$ cat config.mk
export PLATFORM = sky130hd
export DESIGN_NAME = conv_window_gen
export DESIGN_NICKNAME = d
export VERILOG_FILES = /design/src/rtl/conv_window_gen.sv
export SDC_FILE = /design/constraint.sdc
export NUM_CORES = 1
export LEC_CHECK = 0
export CAP_MARGIN = 20
export CORE_UTILIZATION = 25
export CTS_CLUSTER_SIZE = 12
export DETAILED_ROUTE_END_ITERATION = 8
export GPL_ROUTABILITY_DRIVEN = 0
export GPL_TIMING_DRIVEN = 0
export HOLD_SLACK_MARGIN = 0.06
export PLACE_DENSITY = 0.46
export SYNTH_ARGS = -nofsm -noshare
export SYNTH_HDL_FRONTEND = slang
export SYNTH_SLANG_ARGS = --single-unit
$ cat constraint.sdc
create_clock -name clk -period 3 [get_ports clk]
set_clock_uncertainty 0.1 [all_clocks]
set_input_delay 0.9 -clock clk [delete_from_list [all_inputs] [get_ports clk]]
set_output_delay 0.9 -clock clk [all_outputs]
set_load 0.01 [all_outputs]
$ cat src/rtl/conv_window_gen.sv
// Streaming 4x4 window generator: three line buffers plus a 4x4 shift window.
// Emits one window per accepted pixel at row>=3, col>=3, with valid/ready output.
module conv_window_gen #(
  parameter int lenOfInput = 8,
  parameter int IMG_W      = 32,
  parameter int IMG_H      = 32
) (
  input  logic                       clk,
  input  logic                       rst_n,
  input  logic [lenOfInput-1:0]      pix_in,
  input  logic                       pix_valid,
  output logic                       pix_ready,
  output logic [16*lenOfInput-1:0]   win_data,
  output logic                       win_valid,
  input  logic                       win_ready,
  output logic                       win_last
);

  localparam int L  = lenOfInput;
  localparam int CW = $clog2(IMG_W);
  localparam int RW = $clog2(IMG_H);

  logic [CW-1:0] r_col;
  logic [RW-1:0] r_row;
  logic [L-1:0]  r_lb0 [IMG_W];
  logic [L-1:0]  r_lb1 [IMG_W];
  logic [L-1:0]  r_lb2 [IMG_W];
  logic [L-1:0]  r_win [4][4];
  logic          r_valid;
  logic          r_last;

  logic          w_acc;
  logic          w_emit;
  logic          w_col_end;
  logic          w_row_end;
  logic [L-1:0]  w_t0;
  logic [L-1:0]  w_t1;
  logic [L-1:0]  w_t2;

  assign pix_ready = !r_valid || win_ready;
  assign w_acc     = pix_valid && pix_ready;
  assign w_col_end = (r_col == CW'(IMG_W - 1));
  assign w_row_end = (r_row == RW'(IMG_H - 1));
  assign w_emit    = w_acc && (r_row >= RW'(3)) && (r_col >= CW'(3));
  assign w_t0      = r_lb0[r_col];
  assign w_t1      = r_lb1[r_col];
  assign w_t2      = r_lb2[r_col];

  assign win_valid = r_valid;
  assign win_last  = r_last;

  for (genvar gr = 0; gr < 4; gr++) begin : g_r
    for (genvar gc = 0; gc < 4; gc++) begin : g_c
      assign win_data[(gr*4+gc)*L +: L] = r_win[gr][gc];
    end
  end

  // Line buffer contents are don't-care after reset, so no reset here.
  always_ff @(posedge clk) begin
    if (w_acc) begin
      r_lb0[r_col] <= w_t1;
      r_lb1[r_col] <= w_t2;
      r_lb2[r_col] <= pix_in;
    end
  end

  always_ff @(posedge clk or negedge rst_n) begin
    if (!rst_n) begin
      r_col   <= '0;
      r_row   <= '0;
      r_valid <= 1'b0;
      r_last  <= 1'b0;
      for (int r = 0; r < 4; r++) begin
        for (int c = 0; c < 4; c++) begin
          r_win[r][c] <= '0;
        end
      end
    end else begin
      if (w_acc) begin
        for (int r = 0; r < 4; r++) begin
          for (int c = 0; c < 3; c++) begin
            r_win[r][c] <= r_win[r][c+1];
          end
        end
        r_win[0][3] <= w_t0;
        r_win[1][3] <= w_t1;
        r_win[2][3] <= w_t2;
        r_win[3][3] <= pix_in;
        if (w_col_end) begin
          r_col <= '0;
          r_row <= w_row_end ? '0 : r_row + RW'(1);
        end else begin
          r_col <= r_col + CW'(1);
        end
      end
      if (w_emit) begin
        r_valid <= 1'b1;
        r_last  <= w_col_end && w_row_end;
      end else if (win_ready) begin
        r_valid <= 1'b0;
        r_last  <= 1'b0;
      end
    end
  end

endmodule

==> flow_summary.toml, run 1 <==
[timing]
timing_worst_slew_pin_value_ns = 0.786
timing_max_transition_violations_final = 0
rsz0062_at_grt = "yes"
finalWorstPathRequiredPeriod_ns = 2.97
timing.final.setup_violations = 0
layout_worst_path_cycle_share_pct = 99.2
finalHoldViolCount = 0
slew-limit-headroom_pct = 47.6
maxClockFrequency_mhz = 336
final.hold.worst_slack_ns = 0.0778

[power]
power_density_normalized_to_cell_area_nw_per_um2 = 994
ir_worst_vdd_uv = 663
report.power.total_uw = 44000
total_leakage_power_uw = 0.0156

[setup_path]
timing.critical_path.required_ns = 3.23
startpoint_type = "flop"
crit_slowest_cell = "sky130_fd_sc_hd__dfrtp_1"
timing.setup.critical_path_class = "flop to flop"
critPathMostFrequentCell = "sky130_fd_sc_hd__buf_4"
crit_chain = "buf_2 -> buf_4 -> buf_4 -> nand4b_4 -> buf_4 -> o22ai_1 -> nor4_1 -> buf_2 -> nand2_8"
worstPathArrival_ns = 3.21
critPathCaptureType = "flop"
worstPathMaxFanout = 32
timing.critical_path.slowest_cell_delay_ns = 0.46

[logic_synthesis]
synthDominantCellAreaShare_pct = 66.1
syn-mean-instance-area_sq_um = 16.5
ys_warn_count = 0
synth_ff_type = "sky130_fd_sc_hd__edfxtp_1"
post_synth_inst_count = 2120
synth_seq_cells = 908
yosys.cell_count.top_type = "sky130_fd_sc_hd__edfxtp_1"
async_flop_share_pct = 15.4
synth.lib_cells_used.distinct = 55
synth.area.top_cells = "sky130_fd_sc_hd__edfxtp_1 66%, sky130_fd_sc_hd__dfrtp_1 10%, sky130_fd_sc_hd__mux2i_1 8.4%"
synthTopCellsByCount = "768 x sky130_fd_sc_hd__edfxtp_1, 349 x sky130_fd_sc_hd__nand2_1, 292 x sky130_fd_sc_hd__mux2i_1, 144 x sky130_fd_sc_hd__o22ai_1, 140 x sky130_fd_sc_hd__dfrtp_1"
yosysSeqAreaShare_pct = 76.1
synth_enable_flop_cells = 768
synthesis.nets = 2139
syn-cell-area_sq_um = 34900
synth_top_cell_by_area = "sky130_fd_sc_hd__edfxtp_1"

[die]
io_pins = 143
floorplan.die_area_sq_um = 141000
fp-row-count = 136
core_area_sq_um = 138000
die-width_microns = 376
die_h_microns = 376
starting_density_pct = 25.3

[global_route]
global_route.overflow_total = 0
global_route.usage.total_pct = 14.5
grt_pass1_vias = 20300
grt_first_pass_wirelength_microns = 147000
antenna_found_initial = 8
pin_count_of_the_biggest_net_entering_global_routing = 95

[cts]
cts_buffer_count = 97
cts.clk_slew.worst_paths_ns = 0.06
htreeDepth = 3
cts_root_buf = "sky130_fd_sc_hd__clkbuf_16"
clk_path_buf_depth = 3
insertion_delay_ns = 0.67
cts_num_sinks = 908
cts_hold_buffers = 0
cts_tree = "done"

[routing]
avgRoutedWirePerCell_microns = 23.8
via_per_inst = 4.58
drt_first_pass_iters = 7
drtAntennaViolNets = 0
route.detailed.drc = 0
dr.first_iter.drc_count = 1377
vias = 20200
routed_wirelength_microns = 105000

[finish]
final_layout_size_suffix_gt1_share_pct = 18.5
post-route-cell-area_sq_um = 44200
final_nets = 2478
fillerInstances = 13300
syn_to_final_growth_pct = 26.7
final_core_utilization_pct = 32.0

[placement]
hpwlAfterDp_microns = 69000
placed_standard_cell_area_sq_um = 39800
portBuffers = 142

[hold_path]
min_path_type = "input port to async pin"

[run_status]
outcome = "complete, no violations"

[job]
timing.max_cap.violations = 0
power by group:
group	total (uW)	internal [uW]	leakage, uW	switching [uW]
sequential	18200	17400	0.00867	804
clock	11600	6730	0.00151	4860
combinational	14200	5080	0.00542	9080
total	44000	29200	0.0156	14700
cell usage in the layout (no fill, tap or decap), types with 23 or more instances in the layout:
cell	instances
sky130_fd_sc_hd__mux2i_1	292
sky130_fd_sc_hd__a31oi_1	23
sky130_fd_sc_hd__clkbuf_16	100
sky130_fd_sc_hd__mux4_2	39
sky130_fd_sc_hd__nand2_1	329
sky130_fd_sc_hd__clkdlybuf4s50_1	139
sky130_fd_sc_hd__nor2_1	42
sky130_fd_sc_hd__dfrtp_1	140
sky130_fd_sc_hd__o22ai_1	143
sky130_fd_sc_hd__clkbuf_1	54
sky130_fd_sc_hd__edfxtp_1	768
sky130_fd_sc_hd__buf_4	78
sky130_fd_sc_hd__nor2_4	32
sky130_fd_sc_hd__buf_12	31
routing by layer:
| layer | GRT usage, % | up-vias | routed length [microns] | part of all wire, % |
|---|---|---|---|---|
| li1 | - | 8879 | - | - |
| met5 | 0 | - | 45 | 0.043 |
| met4 | 4.27 | 8 | 2560 | 2.5 |
| met1 | 18.7 | 10500 | 44600 | 43 |
| met2 | 24.5 | 647 | 50700 | 49 |
| met3 | 2.82 | 142 | 6590 | 6.3 |
registers in the layout, indices dropped and copies added, names as in the netlist:
register and count:
r_lb0 256, r_lb1 256, r_lb2 256, win_data 128, r_col 5, r_row 5
win_last 1, win_valid 1
final cells by class:
| class | count | area [sq um] | area share, % |
|---|---|---|---|
| Clock inverter | 40 | 359 | 0.812 |
| Inverter | 12 | 48.8 | 0.110 |
| Tap cell | 1863 | 2330 | 5.27 |
| Buffer | 114 | 786 | 1.78 |
| Antenna cell | 2 | 5.00 | 0.0113 |
| Sequential cell | 908 | 26600 | 60.1 |
| Timing Repair Buffer | 239 | 2820 | 6.38 |
| Clock buffer | 134 | 2710 | 6.12 |
| Multi-Input combinational cell | 1087 | 8600 | 19.4 |
through the flow:
| stage | setup TNS (ns) | std cells | worst slack [ns] |
|---|---|---|---|
| floorplan | -98.06 | 2120 | -0.161 |
| global placement | -3363.41 | 4125 | -4.93 |
| detailed placement | -1786.96 | 4169 | -2.19 |
| CTS | 0 | 4391 | 0.00149 |
| global route | -0.436 | 4398 | -0.0294 |
| finish | 0 | 4399 | 0.0254 |
logic make-up (layout without fill, tap and decap cells):
| group | after synthesis | count (layout) | share of synthesized area (%) |
|---|---|---|---|
| DFF | 908 | 908 | 76.1 |
| and+or+nand+nor | 521 | 527 | 6.66 |
| muxes | 338 | 338 | 11.2 |
| AOI/OAI and AO/OA | 215 | 215 | 4.04 |
| buffers and inverters | 131 | 539 | 1.81 |
| adders and majority gates | 7 | 7 | 0.251 |
| other | 0 | 2 | 0 |
worst max-delay path, delay by kind of cell, from the launching register on:
family | cells | cell delay [ns]
and+or+nand+nor | 3 | 0.68
buffers and inverters | 5 | 1.23
AOI/OAI and AO/OA | 1 | 0.12
DFF | 1 | 0.46
timing repair:
action / CTS / global route
gates resized for setup: 161 / 35
pin swaps: 37 / 7
cloned: 5 / 1
endpoints found under the setup margin: 1356 / 506
setup buffers: 48 / 4
path summary, 6_finish.rpt:
path	startpoint	depth (start not counted)	to	slack, ns
worst max-delay path	r_col[4]	9	r_lb1[19][2]	0.03
worst min-delay path	rst_n	1	win_data[104]	0.08
worst max register to register	r_col[4]	9	r_lb1[19][2]	0.03
worst min register to register	win_data[97]	2	win_data[97]	0.38
max in group asynchronous	rst_n	2	r_col[4]	1.85
min in group clk	win_data[97]	2	win_data[97]	0.38
Power figures use the tool's default switching activity.
==> run 2: changes to the inputs <==
--- a/config.mk
+++ b/config.mk
@@ -5,6 +5,7 @@
 export SDC_FILE = /design/constraint.sdc
 export NUM_CORES = 1
 export LEC_CHECK = 0
+export ABC_AREA = 1
 export CAP_MARGIN = 20
 export CORE_UTILIZATION = 25
 export CTS_CLUSTER_SIZE = 12
==> run 2 against run 1 <==
Against the previous run: sequential share of layout area down 4.3 points; non-clock buffer count up 55; clock power up 4%; first-iteration DRC count up 71%; setup slack better by 0.036 ns; core utilization down 0.66 points; sequential power up 3%; total power up 15%; register-to-register slack better by 0.04 ns.
==> flow_summary.toml, run 2 <==
[logic_synthesis]
main_combinational_cell_family_by_area_after_synthesis = "simple AND/OR/NAND/NOR gates"
synth_top_cell_by_area = "sky130_fd_sc_hd__edfxtp_1"
yosysSeqAreaShare_pct = 69.6
async_flop_share_pct = 15.4
synthMuxAreaShare_pct = 0
synth.area.top_cells = "sky130_fd_sc_hd__edfxtp_1 60%, sky130_fd_sc_hd__nand2_1 17%, sky130_fd_sc_hd__dfrtp_1 9.2%"
synthTopCellsByCount = "1762 x sky130_fd_sc_hd__nand2_1, 768 x sky130_fd_sc_hd__edfxtp_1, 461 x sky130_fd_sc_hd__inv_1, 250 x sky130_fd_sc_hd__nand3_1, 140 x sky130_fd_sc_hd__dfrtp_1"
synth_xor_area_share_pct = 0.0229
syn-cell-area_sq_um = 38200
syn-mean-instance-area_sq_um = 10.1
synth.lib_cells_used.distinct = 23
yosys.cell_count.top_type = "sky130_fd_sc_hd__nand2_1"
synth_seq_cells = 908
post_synth_and_or_nand_nor_area_fraction_pct = 22.1
ys_warn_count = 0
synthesis.nets = 3817
post_synth_inst_count = 3798
synth_enable_flop_cells = 768
synthDominantCellAreaShare_pct = 60.4
synth_compound_area_share_pct = 1.13
synth-adder-area-share_pct = 0.229
synth_ff_type = "sky130_fd_sc_hd__edfxtp_1"

[power]
power_density_normalized_to_cell_area_nw_per_um2 = 1060
switching_power_total_uw = 20100
ir_worst_vdd_uv = 758
pwr-share-clk_pct = 24.0
swShare_pct = 39.8
total_leakage_power_uw = 0.0205
power.share.sequential_pct = 37.1
intPower_uw = 30400
power_frac_comb_pct = 38.9

[routing]
drtAntennaViolNets = 0
route.detailed.drc = 0
via_per_inst = 4.28
avgRoutedWirePerCell_microns = 19.8
dr.first_iter.drc_count = 2350
vias = 26800
drt_first_pass_iters = 5
routed_wirelength_microns = 124000

[timing]
maxClockFrequency_mhz = 340
timing_worst_slew_pin_value_ns = 1.01
final.hold.worst_slack_ns = 0.106
layout_worst_path_cycle_share_pct = 98.0
finalHoldViolCount = 0
timing_max_transition_violations_final = 0
timing.final.setup_violations = 0
slew-limit-headroom_pct = 33.0
finalWorstSetupSlack_ns = 0.0612
finalWorstPathRequiredPeriod_ns = 2.94
setup-tns-final_ns = 0

[cts]
cts_hold_buffers = 0
cts_buffer_count = 102
cts_tree = "done"
htreeDepth = 3
cts_num_sinks = 908
cts_root_buf = "sky130_fd_sc_hd__clkbuf_16"
clk_path_buf_depth = 3
cts.clk_slew.worst_paths_ns = 0.07
insertion_delay_ns = 0.69

[setup_path]
worstPathMaxFanout = 17
timing.critical_path.required_ns = 3.27
crit_start = "r_col[1]"
timing.rr.end = "r_lb2[25][4]"
crit_chain = "clkbuf_4 -> inv_1 -> buf_2 -> clkbuf_4 -> ha_1 -> nand2_4 -> nor2_4 -> buf_16"
startpoint_type = "flop"
timing.rr.start = "r_col[1]"
crit_slowest_cell = "sky130_fd_sc_hd__dfrtp_1"
r2r_slack_ns = 0.06
timing.critical_path.slowest_cell_delay_ns = 0.41
critPathCaptureType = "flop"
worstPathArrival_ns = 3.21
critPathMostFrequentCell = "sky130_fd_sc_hd__clkbuf_4"
worstRegToRegCells = 8
timing.setup.critical_path_class = "flop to flop"

[placement]
portBuffers = 142
hpwlAfterDp_microns = 81100
preCtsSetupSlack_ns = -1.78

[run_status]
outcome = "complete, no violations"

[global_route]
pin_count_of_the_biggest_net_entering_global_routing = 77
antenna_found_initial = 5
grt_pass1_vias = 25800
global_route.usage.total_pct = 16.0
grt_first_pass_wirelength_microns = 179000
global_route.overflow_total = 0

[die]
floorplan.die_area_sq_um = 154000
die-width_microns = 393
fp-row-count = 143
die_h_microns = 393
core_area_sq_um = 152000
io_pins = 143
starting_density_pct = 25.2

[finish]
syn_to_final_growth_pct = 24.7
final_cell_mix = "1744 x sky130_fd_sc_hd__nand2_1, 768 x sky130_fd_sc_hd__edfxtp_1, 461 x sky130_fd_sc_hd__inv_1, 250 x sky130_fd_sc_hd__nand3_1, 139 x sky130_fd_sc_hd__dfrtp_1"
leading_cell_type_in_the_layout_fill_and_taps_excluded = "sky130_fd_sc_hd__nand2_1"
sequential_cell_area_sq_um = 26600
biggestRegsByFlops = "r_lb0 x256, r_lb1 x256, r_lb2 x256"
multi_input_comb_area_sq_um = 9620
fillerInstances = 15700
final_core_utilization_pct = 31.4
final_layout_size_suffix_gt1_share_pct = 11.0
final_nets = 4167

[job]
timing.max_cap.violations = 0

[hold_path]
min_path_type = "input port to async pin"
==> run 2: cell types whose count changed after synthesis, moves of 45 or more <==
cell | previous run | this run
sky130_fd_sc_hd__nand2_1 | 349 | 1762
sky130_fd_sc_hd__o21ai_0 | 8 | 60
sky130_fd_sc_hd__buf_2 | 57 | 102
sky130_fd_sc_hd__o22ai_1 | 144 | 0
sky130_fd_sc_hd__nand3_1 | 5 | 250
sky130_fd_sc_hd__inv_1 | 12 | 461
sky130_fd_sc_hd__nor2_1 | 71 | 135
sky130_fd_sc_hd__mux2i_1 | 292 | 0
==> run 2: worst max-delay path by stage <==
stage | to | slack, ns | cells past startpoint
2_1_floorplan | r_lb0[0][0] | -0.30 | 7
3_3_place_gp | win_data[26] | -5.29 | 1
3_5_place_dp | r_lb1[14][6] | -1.78 | 8
4_1_cts | r_lb2[24][0] | 0.06 | 8
5_1_grt | r_lb2[25][4] | -0.004 | 8
6_report | r_lb2[25][4] | 0.06 | 8
==> run 2: metal layers <==
metal | vias up | track usage [%] | wire, microns
met3 | 198 | 2.25 | 7870
met2 | 796 | 25.3 | 55900
li1 | 12800 | - | -
met4 | 6 | 4.71 | 3320
met5 | - | 0 | 43
met1 | 13100 | 22.7 | 57000
==> run 2: area by class of cell <==
cell class	instances	area share [%]
Antenna cell	1	0.00525
Clock buffer	135	5.82
Multi-Input combinational cell	2264	20.2
Buffer	173	1.97
Clock inverter	57	0.906
Tap cell	2030	5.33
Sequential cell	908	55.8
Timing Repair Buffer	235	6.32
Inverter	464	3.66
==> run 2: power by group through the flow <==
stage	Clock [uW]	Combinational, uW	Sequential [uW]
after floorplan	0	8390	19200
after global placement	0	16500	18700
after detailed placement	0	18500	19100
after CTS	12400	19500	18700
after global routing	12800	21100	18900
final	12100	19600	18700
==> run 2: logic make-up after synthesis <==
logic type | Yosys count
AOI/OAI and AO/OA | 85
xor gates and xnor gates | 1
adders and majority gates | 7
buffers and inverters | 637
DFF | 908
and+or+nand+nor | 2160
==> run 2: worst max-delay path, delay by kind of cell (launching register included) <==
kind                       cells  cell delay (ns)
and+or+nand+nor                2             0.55
buffers and inverters          5             1.29
adders and majority gates      1             0.23
DFF                            1             0.41
==> run 2: repair_timing <==
action | 4_1_cts | 5_1_grt
resized for setup | 66 | 14
buffers inserted | 56 | 1
endpoints found under the setup margin | 1133 | 208
pin swaps | 39 | 2
gates cloned | 11 | 0
==> run 2: per-stage QoR <==
step	cell area [sq um]	std cells	total power, uW
floorplan	38200	3798	27600
global placement	42200	5970	35100
finish	47600	6267	50500
global route	47600	6266	52700
CTS	47600	6265	50600
detailed placement	43300	6006	37600
